### src/rtl/video_pkg.sv
// Shared video timing constants and the CPU arbiter state type used by the
// VRAM arbiter and the video controller.
package video_pkg;

  // CPU port states
  typedef enum logic [1:0] {
    IDLE    = 2'd0,
    RD_WAIT = 2'd1,
    DONE    = 2'd2
  } arb_state_t;

  // Memory ticks per cell spent issuing video addresses (2 words x 2 bytes)
  localparam int VID_TICKS       = 4;
  // ce_24m ticks per 8-pixel cell
  localparam int CELL_TICKS      = 32;

  // Pixel-cell timing shared with the video controller
  localparam int CELL_PIXELS     = 8;
  localparam int TICKS_PER_PIXEL = CELL_TICKS / CELL_PIXELS;
  // Pixel within the cell on which the controller latches vid_dout1/2
  localparam int VID_LATCH_PIXEL = 4;

endpackage

### src/rtl/vram_cpu_port.sv
// CPU side of the VRAM arbiter: single outstanding byte read/write with a
// one-cycle ack. The top level decides which ticks the bus is free.
module vram_cpu_port
  import video_pkg::*;
(
  input  logic       clk_i,
  input  logic       rst_i,
  input  logic       ce_i,
  input  logic       bus_free_i,
  input  logic       req_i,
  input  logic       we_i,
  input  logic [7:0] mem_din_i,
  output logic       issue_o,
  output logic [7:0] dout_o,
  output logic       ack_o
);

  arb_state_t state_q, state_d;
  logic [7:0] dout_q, dout_d;

  // Next-state and handshake decode; ack lasts exactly the one DONE cycle
  always_comb begin
    state_d = state_q;
    dout_d  = dout_q;
    issue_o = 1'b0;
    ack_o   = 1'b0;
    unique case (state_q)
      IDLE: begin
        if (ce_i && bus_free_i && req_i) begin
          issue_o = 1'b1;
          state_d = we_i ? DONE : RD_WAIT;
        end
      end
      RD_WAIT: begin
        // SRAM data for the address issued on the previous tick
        if (ce_i) begin
          dout_d  = mem_din_i;
          state_d = DONE;
        end
      end
      DONE: begin
        ack_o   = 1'b1;
        state_d = IDLE;
      end
      default: state_d = IDLE;
    endcase
  end

  // State and read-data registers
  always_ff @(posedge clk_i) begin
    if (rst_i) begin
      state_q <= IDLE;
      dout_q  <= '0;
    end else begin
      state_q <= state_d;
      dout_q  <= dout_d;
    end
  end

  assign dout_o = dout_q;

endmodule

### src/rtl/vram_arbiter.sv
// Time-multiplexes one 8-bit SRAM between the per-cell video fetch (ticks
// 0..3 issue, 1..4 capture) and single CPU byte accesses on the other ticks.
// CPU_FIRST_TICK must not be below VID_TICKS.
module vram_arbiter
  import video_pkg::*;
#(
  parameter int AW             = 19,
  parameter int CPU_FIRST_TICK = 4,
  parameter int CELL_TICKS     = 32
) (
  input  logic          clk_sys,
  input  logic          reset,
  input  logic          ce_24m,
  input  logic          vid_strobe,
  input  logic          vid_active,
  input  logic [AW-1:0] vid_addr1,
  input  logic [AW-1:0] vid_addr2,
  output logic [15:0]   vid_dout1,
  output logic [15:0]   vid_dout2,
  input  logic          cpu_req,
  input  logic          cpu_we,
  input  logic [AW-1:0] cpu_addr,
  input  logic [7:0]    cpu_din,
  output logic [7:0]    cpu_dout,
  output logic          cpu_ack,
  output logic [AW-1:0] mem_addr,
  output logic [7:0]    mem_dout,
  input  logic [7:0]    mem_din,
  output logic          mem_we
);

  localparam logic [4:0] TK_LAST = 5'(CELL_TICKS - 1);
  localparam logic [4:0] TK_CPU  = 5'(CPU_FIRST_TICK);
  localparam logic [4:0] TK_VID  = 5'(VID_TICKS);

  logic [4:0]    tk_q, tk_d, tick_now;
  logic          vfetch_q, vfetch_d, vfetch_now;
  logic          vid_issue, bus_free, cpu_issue;
  logic [AW-1:0] vid_addr_now;
  logic [7:0]    st1_lo_q, st1_lo_d, st1_hi_q, st1_hi_d, st2_lo_q, st2_lo_d;
  logic [15:0]   vid1_q, vid1_d, vid2_q, vid2_d;
  logic [AW-1:0] mem_addr_q, mem_addr_d;
  logic [7:0]    mem_dout_q, mem_dout_d;
  logic          mem_we_q, mem_we_d;

  // A strobe cycle is tick 0 of the new cell, even when it carries a ce_24m
  always_comb begin
    tick_now   = vid_strobe ? 5'd0 : tk_q;
    vfetch_now = vid_strobe ? vid_active : vfetch_q;
    vid_issue  = vfetch_now && (tick_now < TK_VID);
    bus_free   = !(vfetch_now && (tick_now < TK_CPU));
  end

  // Video byte address for ticks 0..3: addr1, addr1+1, addr2, addr2+1
  always_comb begin
    vid_addr_now = vid_addr1;
    unique case (tick_now[1:0])
      2'd0: vid_addr_now = vid_addr1;
      2'd1: vid_addr_now = vid_addr1 + AW'(1);
      2'd2: vid_addr_now = vid_addr2;
      2'd3: vid_addr_now = vid_addr2 + AW'(1);
      default: vid_addr_now = vid_addr1;
    endcase
  end

  vram_cpu_port u_cpu_port (
    .clk_i      (clk_sys),
    .rst_i      (reset),
    .ce_i       (ce_24m),
    .bus_free_i (bus_free),
    .req_i      (cpu_req),
    .we_i       (cpu_we),
    .mem_din_i  (mem_din),
    .issue_o    (cpu_issue),
    .dout_o     (cpu_dout),
    .ack_o      (cpu_ack)
  );

  // Tick counter, bus driver and video capture; everything moves on ce_24m
  always_comb begin
    tk_d       = tk_q;
    vfetch_d   = vfetch_q;
    st1_lo_d   = st1_lo_q;
    st1_hi_d   = st1_hi_q;
    st2_lo_d   = st2_lo_q;
    vid1_d     = vid1_q;
    vid2_d     = vid2_q;
    mem_addr_d = mem_addr_q;
    mem_dout_d = mem_dout_q;
    mem_we_d   = mem_we_q;
    if (vid_strobe) begin
      tk_d     = 5'd0;
      vfetch_d = vid_active;
    end
    if (ce_24m) begin
      tk_d     = (tick_now == TK_LAST) ? 5'd0 : tick_now + 5'd1;
      mem_we_d = 1'b0;
      // Video owns the bus on its issue ticks; the CPU only sees bus_free
      if (vid_issue) begin
        mem_addr_d = vid_addr_now;
      end else if (cpu_issue) begin
        mem_addr_d = cpu_addr;
        if (cpu_we) begin
          mem_dout_d = cpu_din;
          mem_we_d   = 1'b1;
        end
      end
      // Bytes return one tick after their address: ticks 1..4
      if (vfetch_now) begin
        unique case (tick_now)
          5'd1: st1_lo_d = mem_din;
          5'd2: st1_hi_d = mem_din;
          5'd3: st2_lo_d = mem_din;
          5'd4: begin
            vid1_d = {st1_hi_q, st1_lo_q};
            vid2_d = {mem_din, st2_lo_q};
          end
          default: ;
        endcase
      end
    end
  end

  // State registers
  always_ff @(posedge clk_sys) begin
    if (reset) begin
      tk_q       <= '0;
      vfetch_q   <= 1'b0;
      st1_lo_q   <= '0;
      st1_hi_q   <= '0;
      st2_lo_q   <= '0;
      vid1_q     <= '0;
      vid2_q     <= '0;
      mem_addr_q <= '0;
      mem_dout_q <= '0;
      mem_we_q   <= 1'b0;
    end else begin
      tk_q       <= tk_d;
      vfetch_q   <= vfetch_d;
      st1_lo_q   <= st1_lo_d;
      st1_hi_q   <= st1_hi_d;
      st2_lo_q   <= st2_lo_d;
      vid1_q     <= vid1_d;
      vid2_q     <= vid2_d;
      mem_addr_q <= mem_addr_d;
      mem_dout_q <= mem_dout_d;
      mem_we_q   <= mem_we_d;
    end
  end

  assign vid_dout1 = vid1_q;
  assign vid_dout2 = vid2_q;
  assign mem_addr  = mem_addr_q;
  assign mem_dout  = mem_dout_q;
  assign mem_we    = mem_we_q;

endmodule
### config.mk
export PLATFORM = sky130hd
export DESIGN_NAME = vram_arbiter
export DESIGN_NICKNAME = d
export VERILOG_FILES = /design/src/rtl/video_pkg.sv /design/src/rtl/vram_cpu_port.sv /design/src/rtl/vram_arbiter.sv
export SDC_FILE = /design/constraint.sdc
export NUM_CORES = 1
export LEC_CHECK = 0
export CAP_MARGIN = 30
export CORE_MARGIN = 3
export CORE_UTILIZATION = 43
export DETAILED_ROUTE_END_ITERATION = 10
export MAX_ROUTING_LAYER = met4
export PLACE_DENSITY_LB_ADDON = 0.15
export SLEW_MARGIN = 20
export SYNTH_ARGS = -nofsm -noshare
export SYNTH_HDL_FRONTEND = slang
export SYNTH_SLANG_ARGS = --single-unit
### constraint.sdc
create_clock -name clk_sys -period 4.55 [get_ports clk_sys]
set_input_delay 1.365 -clock clk_sys [delete_from_list [all_inputs] [get_ports clk_sys]]
set_output_delay 1.365 -clock clk_sys [all_outputs]
set_load 0.05 [all_outputs]
* Yosys cells after proc, flatten, opt, wreduce, memory -nomap -nowiden *
Index checks and enable logic that the tools add are counted.

storage, ports and cells
  word-level logic and storage cells = 61
  output and inout bits = 69
  register bits after elaboration = 100
  input bits = 80

cells by class
  order comparisons = 1
  bitwise operators = 1
  eq/ne operators = 12
  mux-type cells = 17
  reduce and logical (&&, ||, !) cells = 15
  add/sub/neg operators = 3

operator list
  cell                                                                      count
  19-bit case mux with 4 select lines                                       1
  19-bit by 1-bit adder with 19-bit output (second input constant)          2
  19-bit 2-to-1 mux                                                         2
  5-bit 2-to-1 mux                                                          3
  3-bit AND reduction                                                       4
  5-bit by 2-bit == test with 1-bit output (second input constant)          2
  1-bit 2-to-1 mux                                                          7
  2-bit == test (second input constant)                                     3
  2-bit 2-to-1 mux                                                          3
  2-bit AND reduction                                                       3
  5-bit by 1-bit adder with 5-bit output (second input constant)            1
  5-bit by 1-bit == test with 1-bit output (second input constant)          1
  5-bit by 3-bit == test with 1-bit output (second input constant)          1
  5-bit == test (second input constant)                                     1
  5-bit by 3-bit < comparator with 1-bit output (second input constant)     1
  2-bit by 1-bit == test with 1-bit output (second input constant)          2
  2-bit logical NOT                                                         2
  2-bit case mux with 2 select lines                                        1
  4-bit AND reduction                                                       1
  1-bit logical AND                                                         3
  2-bit by 1-bit inequality test with 1-bit output (second input constant)  1
  2-bit inequality test (second input constant)                             1
  2-bit nonzero test                                                        1
  1-bit logical NOT                                                         1
  1-bit inverter                                                            1

* Longest topological paths before layout *
Gate-level depths: netlist (run 1).

  depth in word-level cells = 10
  mapped depth = 16
  gate-level depth less buffers = 10

* Hierarchy *
From an unflattened synthesis (run 1), not the netlist that was laid out.

unflattened totals
  cells, all modules = 648
  area total of the unflattened synthesis = 5,203.7 sq um

modules (own cells, without submodules)
  module         cells an instance  instances  area an instance (sq um)  sequential area each (sq um)
  vram_arbiter   603                1          4,720.8                   1,801.7
  vram_cpu_port  45                 1          483.0                     200.2

* Worst setup path before layout (run 1) *
Ideal clock, no wire load.

  path kind = input port to flip-flop
  from = input vid_strobe
  to = register mem_addr_q[18], in the netlist mem_addr[18]
  arrival = 4,650 ps
  required time = 4,463 ps
  path buffers = 6
  path slack = -187 ps
  stages on the path = 15
  cells stage by stage = clkbuf_1 > nor2b_1 > clkbuf_1 > buf_2 > ha_1 > buf_2 > buf_1 > clkbuf_1 > mux2_2 > ha_1 > o2111ai_1 > or4_1 > nor4_1 > xor2_1 > o31ai_1

between the ends
  longest elaborated chain between the ends = 10

ends and longest elaborated chain
  item                                           RTL line                                source
  start, declared                                vram_arbiter.sv:14                      input logic vid_strobe,
  5-bit 2-to-1 mux                               -
  5-bit by 3-bit < comparator with 1-bit output  vram_arbiter.sv:50, vram_arbiter.sv:51
  1-bit logical AND                              vram_arbiter.sv:50, vram_arbiter.sv:51
  1-bit logical NOT                              vram_arbiter.sv:51                      bus_free = !(vfetch_now && (tick_now < TK_CPU));
  1-bit logical AND (2 in series)                vram_cpu_port.sv:29                     if (ce_i && bus_free_i && req_i) begin
  1-bit 2-to-1 mux                               vram_cpu_port.sv:29
  1-bit 2-to-1 mux                               vram_cpu_port.sv:27                     unique case (state_q)
  2-bit nonzero test (no line)                   -
  2-bit AND reduction (no line)                  -
  end signal, assigned                           vram_arbiter.sv:145                     mem_addr_q <= mem_addr_d;
  end, declared                                  vram_arbiter.sv:42                      logic [AW-1:0] mem_addr_q, mem_addr_d;

Parallel ways exist; a longest one is shown, timed or not.
A chain may end at the register's enable or synchronous reset.

* Worst setup path after layout (run 1) *
  from = input vid_strobe
  to = register mem_addr_q[12], in the netlist mem_addr[12]

Same word-level chain as after synthesis.

==> results of run 1 <==
[critical path, cell delays in order]
cell and delay, ns:
clkdlybuf4s50_1 0.52, nand2b_1 0.16, inv_2 0.05, ha_1 0.20, mux2_2 0.24, ha_1 0.21, o2111ai_1 0.22, or3_1 0.57
nor3_1 0.31, xor2_1 0.12, o31ai_1 0.20
[cells in the final DEF (no fill, tap or decap), types with 3 or more instances in the layout]
cell,count
clkdlybuf4s50_1,147
nand2_1,114
dfxtp_1,100
a21oi_1,81
nor2_1,42
mux2i_1,41
nand3_1,24
a22oi_1,16
buf_4,16
o21ai_0,13
xor2_1,12
nor3_1,9
clkbuf_16,9
nor2b_1,8
nor4_1,6
o31ai_1,6
o221ai_1,6
nand2b_1,5
inv_1,5
a31oi_1,5
a22o_1,5
o211ai_1,5
mux2_2,4
a221oi_1,4
clkinv_4,4
nand3b_1,3
nand2_2,3
a211oi_1,3
or3_1,3
a2bb2oi_1,3
ha_1,3
[worst max-delay path by stage]
stage | slack, ns | cells after the start | to | from
floorplan | 0.06 | 15 | mem_addr[18] | vid_strobe
global placement | 0.37 | 8 | mem_addr[13] | vid_strobe
detailed placement | 0.27 | 11 | mem_addr[12] | vid_strobe
CTS | 0.65 | 11 | mem_addr[12] | vid_strobe
global route | 0.45 | 11 | mem_addr[12] | vid_strobe
finish | 0.63 | 11 | mem_addr[12] | vid_strobe
[where the power goes]
part / total [µW] / internal (µW) / switching [µW] / leakage [µW]
Sequential: 911 / 896 / 14.7 / 0.000810
Clock: 730 / 383 / 348 / 0.000141
Combinational: 380 / 153 / 227 / 0.00166
Total: 2020 / 1430 / 589 / 0.00261
[state kept, by name, indices dropped and copies added (netlist names), 5 cells and up]
name	count
mem_addr	19
st1_hi_q	8
vid_dout1	16
st2_lo_q	8
vid_dout2	16
u_cpu_port.dout_o	8
mem_dout	8
tk_q	5
st1_lo_q	8
[Yosys cell counts, drive strengths merged (5+ instances only)]
library cell	count	area share [%]
nand2	117	8.9
dfxtp	100	40
a21oi	81	8.1
nor2	44	3.9
mux2i	41	8.2
clkbuf	29	2.2
nand3	26	2.8
a22oi	16	2.4
o21ai	15	1.5
buf	14	1.6
xor2	12	2.1
nor3	9	0.90
nor2b	8	1.0
inv	7	0.52
nor4	7	1.0
a221oi	6	1.3
o221ai	6	1.0
o31ai	6	0.90
a22o	5	0.87
a31oi	5	0.62
mux2	5	1.2
nand2b	5	0.62
o211ai	5	0.75
[metal layers]
metal / routed length (µm) / part of all wire, % / global-route usage [%]
met1: 8130 / 46 / 39.4
met2: 8160 / 46 / 42.5
met3: 1310 / 7.4 / 4.88
met4: 165 / 0.93 / 5.07
met5: 0 / 0 / -
[cell type report]
class	count	area, µm²
tap	140	175
clock inverter	6	57.6
clock buffer	10	229
timing repair buffer	164	1600
sequential	100	2000
fill	992	4240
multi-input combinational	463	2800
inverter	7	26.3
[metrics by stage]
step                      cells  util, %  power, µW
after detailed placement    874     59.3       1300
final                       890     61.9       2020
after global routing        890     61.9       2100
after global placement      874     59.3       1310
after floorplan             613        -       1130
after CTS                   890     61.9       2030
[kinds of logic (layout without fill, tap and decap cells)]
family / count (synthesis) / count (layout) / share of synthesized area, %
simple gates: 233 / 233 / 21.9
mux: 46 / 46 / 9.38
flops: 100 / 100 / 39.9
compound gates: 167 / 167 / 21.3
buf+inv: 50 / 187 / 4.37
fa+ha+maj: 3 / 3 / 0.749
xor+xnor: 14 / 14 / 2.45
==> reports/qor.csv, run 1 <==
metric,value,unit
drt initial violations,457,
Final ANT Viol Nets,0,
Setup crit start kind,primary input,
Hold Worst Slack,0.455,ns
Final GP Congestion,0.998,
1st-pass router iterations,7,
fin crit period,3.92,ns
Synth async-reset ratio,0,%
die width,114,µm
Slew @ Worst Pin,0.811,ns
PostCTS Resize Cnt,0,
number of H-tree levels,3,
fin nets,828,
Pwr Density,293,nW/µm²
Synth Cell Area,5010,µm²
DPL Wire Length,13500,µm
Crit Path Category,in2reg,
crit path capture type,flip-flop,
crit-path max FO,6,
Yosys warnings,0,
layout cells sized above 1,6.93,%
Hold Buf Count CTS,0,
number of global-route vias before repair,4848,
clk slew on worst S/H paths,0.07,ns
RSZ-0062 raised after global routing,false,
Max VDD drop,0.000235,V
die area,13000,µm²
achievable frequency,255,MHz
Skew-Pair Late Insertion Delay,0.34,ns
drt wl/cell,20.0,µm
gr usage total,27.9,%
first-pass GRT wire length,27600,µm
area grow syn2layout,37.4,%
syn nets,696,
number of enable flip-flop cells after synthesis,0,
clock tree buffer depth,2,
Starting Density,45.1,%
RR Startpoint,tk_q[1],
Via density,5.81,
Fin Setup TNS,0,ns
postcts setup bufs,0,
Lkg Pwr,0.00261,µW
IO Count,149,
largest net degree at the start of global routing,80,
Unique masters post-synth,63,
Final Hold Viols,0,
routed wire length,17800,µm
part of the cycle the worst path needs,86.2,%
Post-Synthesis Cells,613,
ant diodes,0,
worst path required time,4.80,ns
max-cap check violation count,0,
# DRC,0,
initial antenna violation count,0,
clock net sink count,100,
Root Buffer,clkbuf_16,
Die H,114,µm
Worst Hold Depth,2,
final instance area,6890,µm²
vias,5167,
FF-to-FF End,mem_addr[12],
flop2flop setup slack,1.56,ns
Core Rows,38,
Worst Hold Path EP,vid_dout1[15],
R2R depth,9,
final setup vio count,0,
Core Area,11100,µm²
worst clock skew,0.00755,ns
max-slew violations,0,
ys flop type,dfxtp_1,
crit path DAT,4.18,ns
IO buf count,148,
DP Worst Slack,0.267,ns
Post-DP Area,6600,µm²
CTS tree,built,
GRT overflow,0,
syn_area_per_cell,8.18,µm²
"FF+latch count, synth",100,
status,"complete, no violations",
slack of the critical path,0.628,ns
CTS buffer count,9,
Hold WC Path Type,reg2reg,
register area share after synthesis,39.9,%
worst hold start,st1_hi_q[7],
Slew HR,44.5,%
No activity file was read; power rests on OpenSTA's default activity.
==> inputs of run 2 (changes only) <==
- CORE_ASPECT_RATIO: default -> 1.4
- CORE_MARGIN: 3 -> default
==> reports/qor.csv, run 2 (synthesis gave the netlist of run 1 again) <==
metric,value,unit,change
switching share of power,29.3,%,+0.12 points
number of global-route vias before repair,4880,,+0.66%
vias,5160,,-0.14%
max-cap check violation count,0,,unchanged
CP peak stage delay,0.57,ns,about the same
postcts setup bufs,0,,unchanged
slack of the critical path,0.592,ns,-0.0358 ns
# DRC,0,,unchanged
Final Hold Viols,0,,unchanged
Pwr Density,294,nW/µm²,about the same
drt initial violations,290,,-37%
initial antenna violation count,0,,unchanged
Skew-Pair Late Insertion Delay,0.35,ns,about the same
Clk pwr share,36.8,%,+0.7 points
Slew HR,52.7,%,+8.2 points
number of H-tree levels,3,,unchanged
overall power,2020,µW,about the same
1st-pass router iterations,5,,-2
DP Worst Slack,0.276,ns,+0.00902 ns
Die H,130,µm,+14%
achievable frequency,253,MHz,-0.90%
die width,93.3,µm,-18%
largest net degree at the start of global routing,73,,-8.8%
Via density,5.78,,-0.47%
DPL Wire Length,11600,µm,-14%
Worst Hold Depth,2,,unchanged
CTS buffer count,9,,unchanged
final setup vio count,0,,unchanged
Net Switching,591,µW,+0.39%
Starting Density,44.2,%,-0.85 points
status,"complete, no violations",,
Lkg Pwr,0.00260,µW,-0.37%
crit path cell chain,"clkdlybuf4s50_1, nand2b_1, inv_2, ha_1, mux2_2, ha_1, o2111ai_1, or3_1, nor3_1, xor2_1, o31ai_1",,
cell internal pwr,1430,µW,-0.18%
drt wl/cell,18.4,µm,-7.9%
Setup crit start kind,primary input,,
GRT overflow,0,,unchanged
fin crit period,3.96,ns,+0.0358 ns
Max VDD drop,0.000211,V,-10%
"commonest non-fill, non-tap cell in the layout",clkdlybuf4s50_1,,
Final ANT Viol Nets,0,,unchanged
R2R depth,9,,unchanged
gr usage total,27.6,%,-0.30 points
part of the cycle the worst path needs,87.0,%,+0.79 points
cell total after placement,877,,+0.34%
max reg flops,19,,unchanged
Core Rows,46,,+21%
Slew @ Worst Pin,0.710,ns,-0.101 ns
IO buf count,148,,unchanged
sequential fraction of design power,45.0,%,about the same
die area,12100,µm²,-6.9%
Root Buffer,clkbuf_16,,
CTS tree,built,,
Fin Setup TNS,0,ns,unchanged
layout cells sized above 1,6.81,%,-0.12 points
most frequent CP cell,ha_1,,
fin nets,827,,-0.12%
Comb power frac,18.3,%,-0.5 points
routed wire length,16400,µm,-7.6%
area grow syn2layout,37.3,%,about the same
PostCTS Resize Cnt,0,,unchanged
final cell count without fillers,893,,+0.34%
Hold WC Path Type,reg2reg,,
first-pass GRT wire length,24900,µm,-9.5%
clock net sink count,100,,unchanged
Hold Worst Slack,0.452,ns,-0.00227 ns
ant diodes,0,,unchanged
clock tree buffer depth,2,,unchanged
most frequent cells in the layout,"147 x clkdlybuf4s50_1, 114 x nand2_1, 100 x dfxtp_1",,
clk slew on worst S/H paths,0.07,ns,about the same
IO Count,149,,unchanged
Crit Path Category,in2reg,,
crit-path max FO,6,,unchanged
Core Area,11300,µm²,+1.9%
Hold Buf Count CTS,0,,unchanged
worst path required time,4.80,ns,about the same
max-slew violations,0,,unchanged
crit path capture type,flip-flop,,
RSZ-0062 raised after global routing,false,,
crit path DAT,4.21,ns,+0.03 ns
crit path max-delay cell type,clkdlybuf4s50_1,,
worst clock skew,0.00675,ns,-0.000799 ns
Final GP Congestion,0.942,,-5.7%
==> run 2: changes by cell type in the layout (fill, tap and decap cells not counted), sizes merged <==
cell / before / now
clkinv: 4 / 2
clkinvlp: 0 / 1
buf: 17 / 16
inv: 9 / 10
==> run 2: final timing paths <==
check | slack, ns | from | to
worst max register to register | 1.50 | tk_q[1] | mem_addr[12]
worst min-delay path | 0.45 | st1_hi_q[0] | vid_dout1[8]
worst min register to register | 0.45 | st1_hi_q[0] | vid_dout1[8]
worst max-delay path | 0.59 | vid_strobe | mem_addr[12]
==> run 2: worst max-delay path: cells and delay by family <==
kind,cells,cell delay (ns)
AOI/OAI and AO/OA,2,0.42
xor gates and xnor gates,1,0.09
adders and majority gates,2,0.44
buffers and inverters,2,0.61
muxes,1,0.27
and+or+nand+nor,3,0.99
==> run 2: layout make-up <==
class | count | area (µm²)
clock buffers | 10 | 229
clock inverters | 6 | 53.8
fillers | 1038 | 4460
inverters | 7 | 26.3
multi-input cells | 463 | 2800
flip-flops and latches | 100 | 2000
well taps | 144 | 180
repair buffers | 163 | 1590
==> run 2: power groups by stage <==
| stage | logic, µW | registers, µW | clock network [µW] |
|---|---|---|---|
| detailed placement | 365 | 929 | 0 |
| global placement | 362 | 928 | 0 |
| finish | 369 | 909 | 743 |
| CTS | 367 | 908 | 755 |
| global route | 389 | 911 | 790 |
| floorplan | 137 | 990 | 0 |
==> run 2: stage by stage <==
stage | area [µm²] | utilization (%)
global route | 6880 | 60.7
floorplan | 5020 | -
global placement | 6600 | 58.2
detailed placement | 6600 | 58.2
finish | 6880 | 60.7
CTS | 6880 | 60.7
==> run 2: layer usage <==
layer / up-vias / wire length, µm / GRT usage, %
met5: - / 0 / -
met4: 0 / 476 / 12.9
met3: 42 / 927 / 5.13
met2: 191 / 8440 / 47.2
li1: 2451 / - / -
met1: 2476 / 6560 / 31.2
==> inputs of run 3 (changes only) <==
- CORE_UTILIZATION: 43 -> 48
- DONT_BUFFER_PORTS: default -> 1
==> reports/qor.csv, run 3 (synthesis gave the netlist of run 1 again) <==
metric,value,unit,change
R2R depth,9,,unchanged
ant diodes,0,,unchanged
clock net sink count,100,,unchanged
gr usage total,27.0,%,-0.60 points
max-cap check violation count,0,,unchanged
IO Count,149,,unchanged
PostCTS Resize Cnt,0,,unchanged
cell family with most CP delay,compound AO/OA/AOI/OAI gates,,
fin crit period,3.59,ns,-0.364 ns
Lkg Pwr,0.00203,µW,-22%
Skew-Pair Late Insertion Delay,0.35,ns,about the same
worst path required time,4.80,ns,about the same
Crit path buffers/inverters,2,,unchanged
Die H,123,µm,-5.3%
Final GP Congestion,0.947,,+0.58%
Post-DP Area,5060,µm²,-23%
Hold Buf Count CTS,0,,unchanged
fin nets,672,,-19%
RSZ-0062 raised after global routing,false,,
initial antenna violation count,0,,unchanged
1st-pass router iterations,5,,unchanged
die area,10900,µm²,-10%
crit path cell chain,"nand2b_1, inv_2, ha_1, buf_4, mux2i_1, nor4_1, o2bb2ai_1, or3_1, nand3_1, a221oi_1",,
final setup vio count,0,,unchanged
Root Buffer,clkbuf_16,,
Via density,6.19,,+7.2%
worst hold start,st1_hi_q[5],,
part of the cycle the worst path needs,79.0,%,-8.0 points
Core Area,10000,µm²,-12%
clk slew on worst S/H paths,0.07,ns,about the same
layout cells sized above 1,7.41,%,+0.60 points
number of global-route vias before repair,4240,,-13%
IO buf count,0,,-100%
final instance area,5340,µm²,-22%
first-pass GRT wire length,21700,µm,-13%
flop2flop setup slack,1.62,ns,+0.12 ns
Worst Hold Depth,2,,unchanged
FF-to-FF End,mem_addr[15],,
Fin Setup TNS,0,ns,unchanged
Hold Worst Slack,0.450,ns,-0.00209 ns
clock tree buffer depth,2,,unchanged
postcts setup bufs,0,,unchanged
crit path capture type,flip-flop,,
drt initial violations,256,,-12%
number of H-tree levels,3,,unchanged
Hold WC Path Type,reg2reg,,
# DRC,0,,unchanged
area grow syn2layout,6.44,%,
max reg flops,19,,unchanged
Worst Hold Path EP,vid_dout1[13],,
crit path max-delay cell type,mux2i_1,,
CTS buffer count,9,,unchanged
Slew @ Worst Pin,0.967,ns,+0.257 ns
Final Hold Viols,0,,unchanged
Crit Path Category,in2reg,,
Max VDD drop,0.000244,V,+16%
worst clock skew,0.00587,ns,-0.000879 ns
status,"complete, no violations",,
die width,88.4,µm,-5.2%
fillers,987,,-4.9%
Reg area,2000,µm²,unchanged
achievable frequency,278,MHz,+10%
Setup crit start kind,primary input,,
"commonest non-fill, non-tap cell in the layout",nand2_1,,
GRT overflow,0,,unchanged
crit-path max FO,33,,+27
vias,4514,,-13%
Multi-input gate area,2800,µm²,unchanged
DPL Wire Length,10100,µm,-14%
Slew HR,35.4,%,-17 points
largest net degree at the start of global routing,100,,+37%
routed wire length,14300,µm,-13%
CP peak stage delay,0.48,ns,-0.09 ns
Final ANT Viol Nets,0,,unchanged
RR Startpoint,tk_q[1],,
crit path DAT,3.85,ns,-0.36 ns
most frequent cells in the layout,"114 x nand2_1, 100 x dfxtp_1, 81 x a21oi_1",,
drt wl/cell,19.6,µm,+6.9%
CTS tree,built,,
Core Rows,43,,-6.5%
Starting Density,50.1,%,+5.9 points
Pwr Density,347,nW/µm²,+18%
max-slew violations,0,,unchanged
run 3: report_power, final:
part,total (µW),internal [µW],leakage [µW],switching (µW)
Combinational,147,60.6,0.00108,86.9
Clock,729,375,0.000142,354
Sequential,975,896,0.000810,78.9
Total,1850,1330,0.00203,520
run 3: worst max-delay path by stage:
| stage | from | to | slack (ns) | depth (start not counted) |
|---|---|---|---|---|
| floorplan | vid_strobe | mem_addr[18] | 0.06 | 15 |
| global placement | vid_strobe | mem_addr[18] | 0.75 | 10 |
| detailed placement | vid_strobe | mem_addr[10] | 0.64 | 10 |
| CTS | vid_strobe | mem_addr[10] | 1.01 | 10 |
| global route | vid_strobe | mem_addr[18] | 0.75 | 10 |
| finish | vid_strobe | mem_addr[15] | 0.96 | 10 |
run 3: worst min-delay path: stages, from the launching register on:
cell     delay [ns]
dfxtp_1        0.31
nand2_1        0.05
a21oi_1        0.05
run 3: area by class of cell:
cell class / instances / share of cell area (%)
Clock buffer: 9 / 4.22
Clock inverter: 7 / 0.914
Inverter: 7 / 0.492
Multi-Input combinational cell: 463 / 52.5
Sequential cell: 100 / 37.5
Tap cell: 135 / 3.17
Timing Repair Buffer: 8 / 1.20
run 3: through the flow:
step / cells / setup WS [ns] / power, µW / utilization [%]
floorplan: 613 / 0.0551 / 1130 / -
global placement: 712 / 0.751 / 1140 / 50.5
detailed placement: 713 / 0.637 / 1140 / 50.6
CTS: 729 / 1.01 / 1870 / 53.3
global route: 729 / 0.753 / 1910 / 53.3
finish: 729 / 0.956 / 1850 / 53.3
run 3: metal layers:
metal / up-vias / wire length (µm) / global-route usage, %
li1: 2142 / - / -
met5: - / 0 / -
met1: 2167 / 5270 / 27.4
met2: 177 / 7380 / 47.2
met4: 0 / 431 / 12.3
met3: 28 / 1240 / 8.14
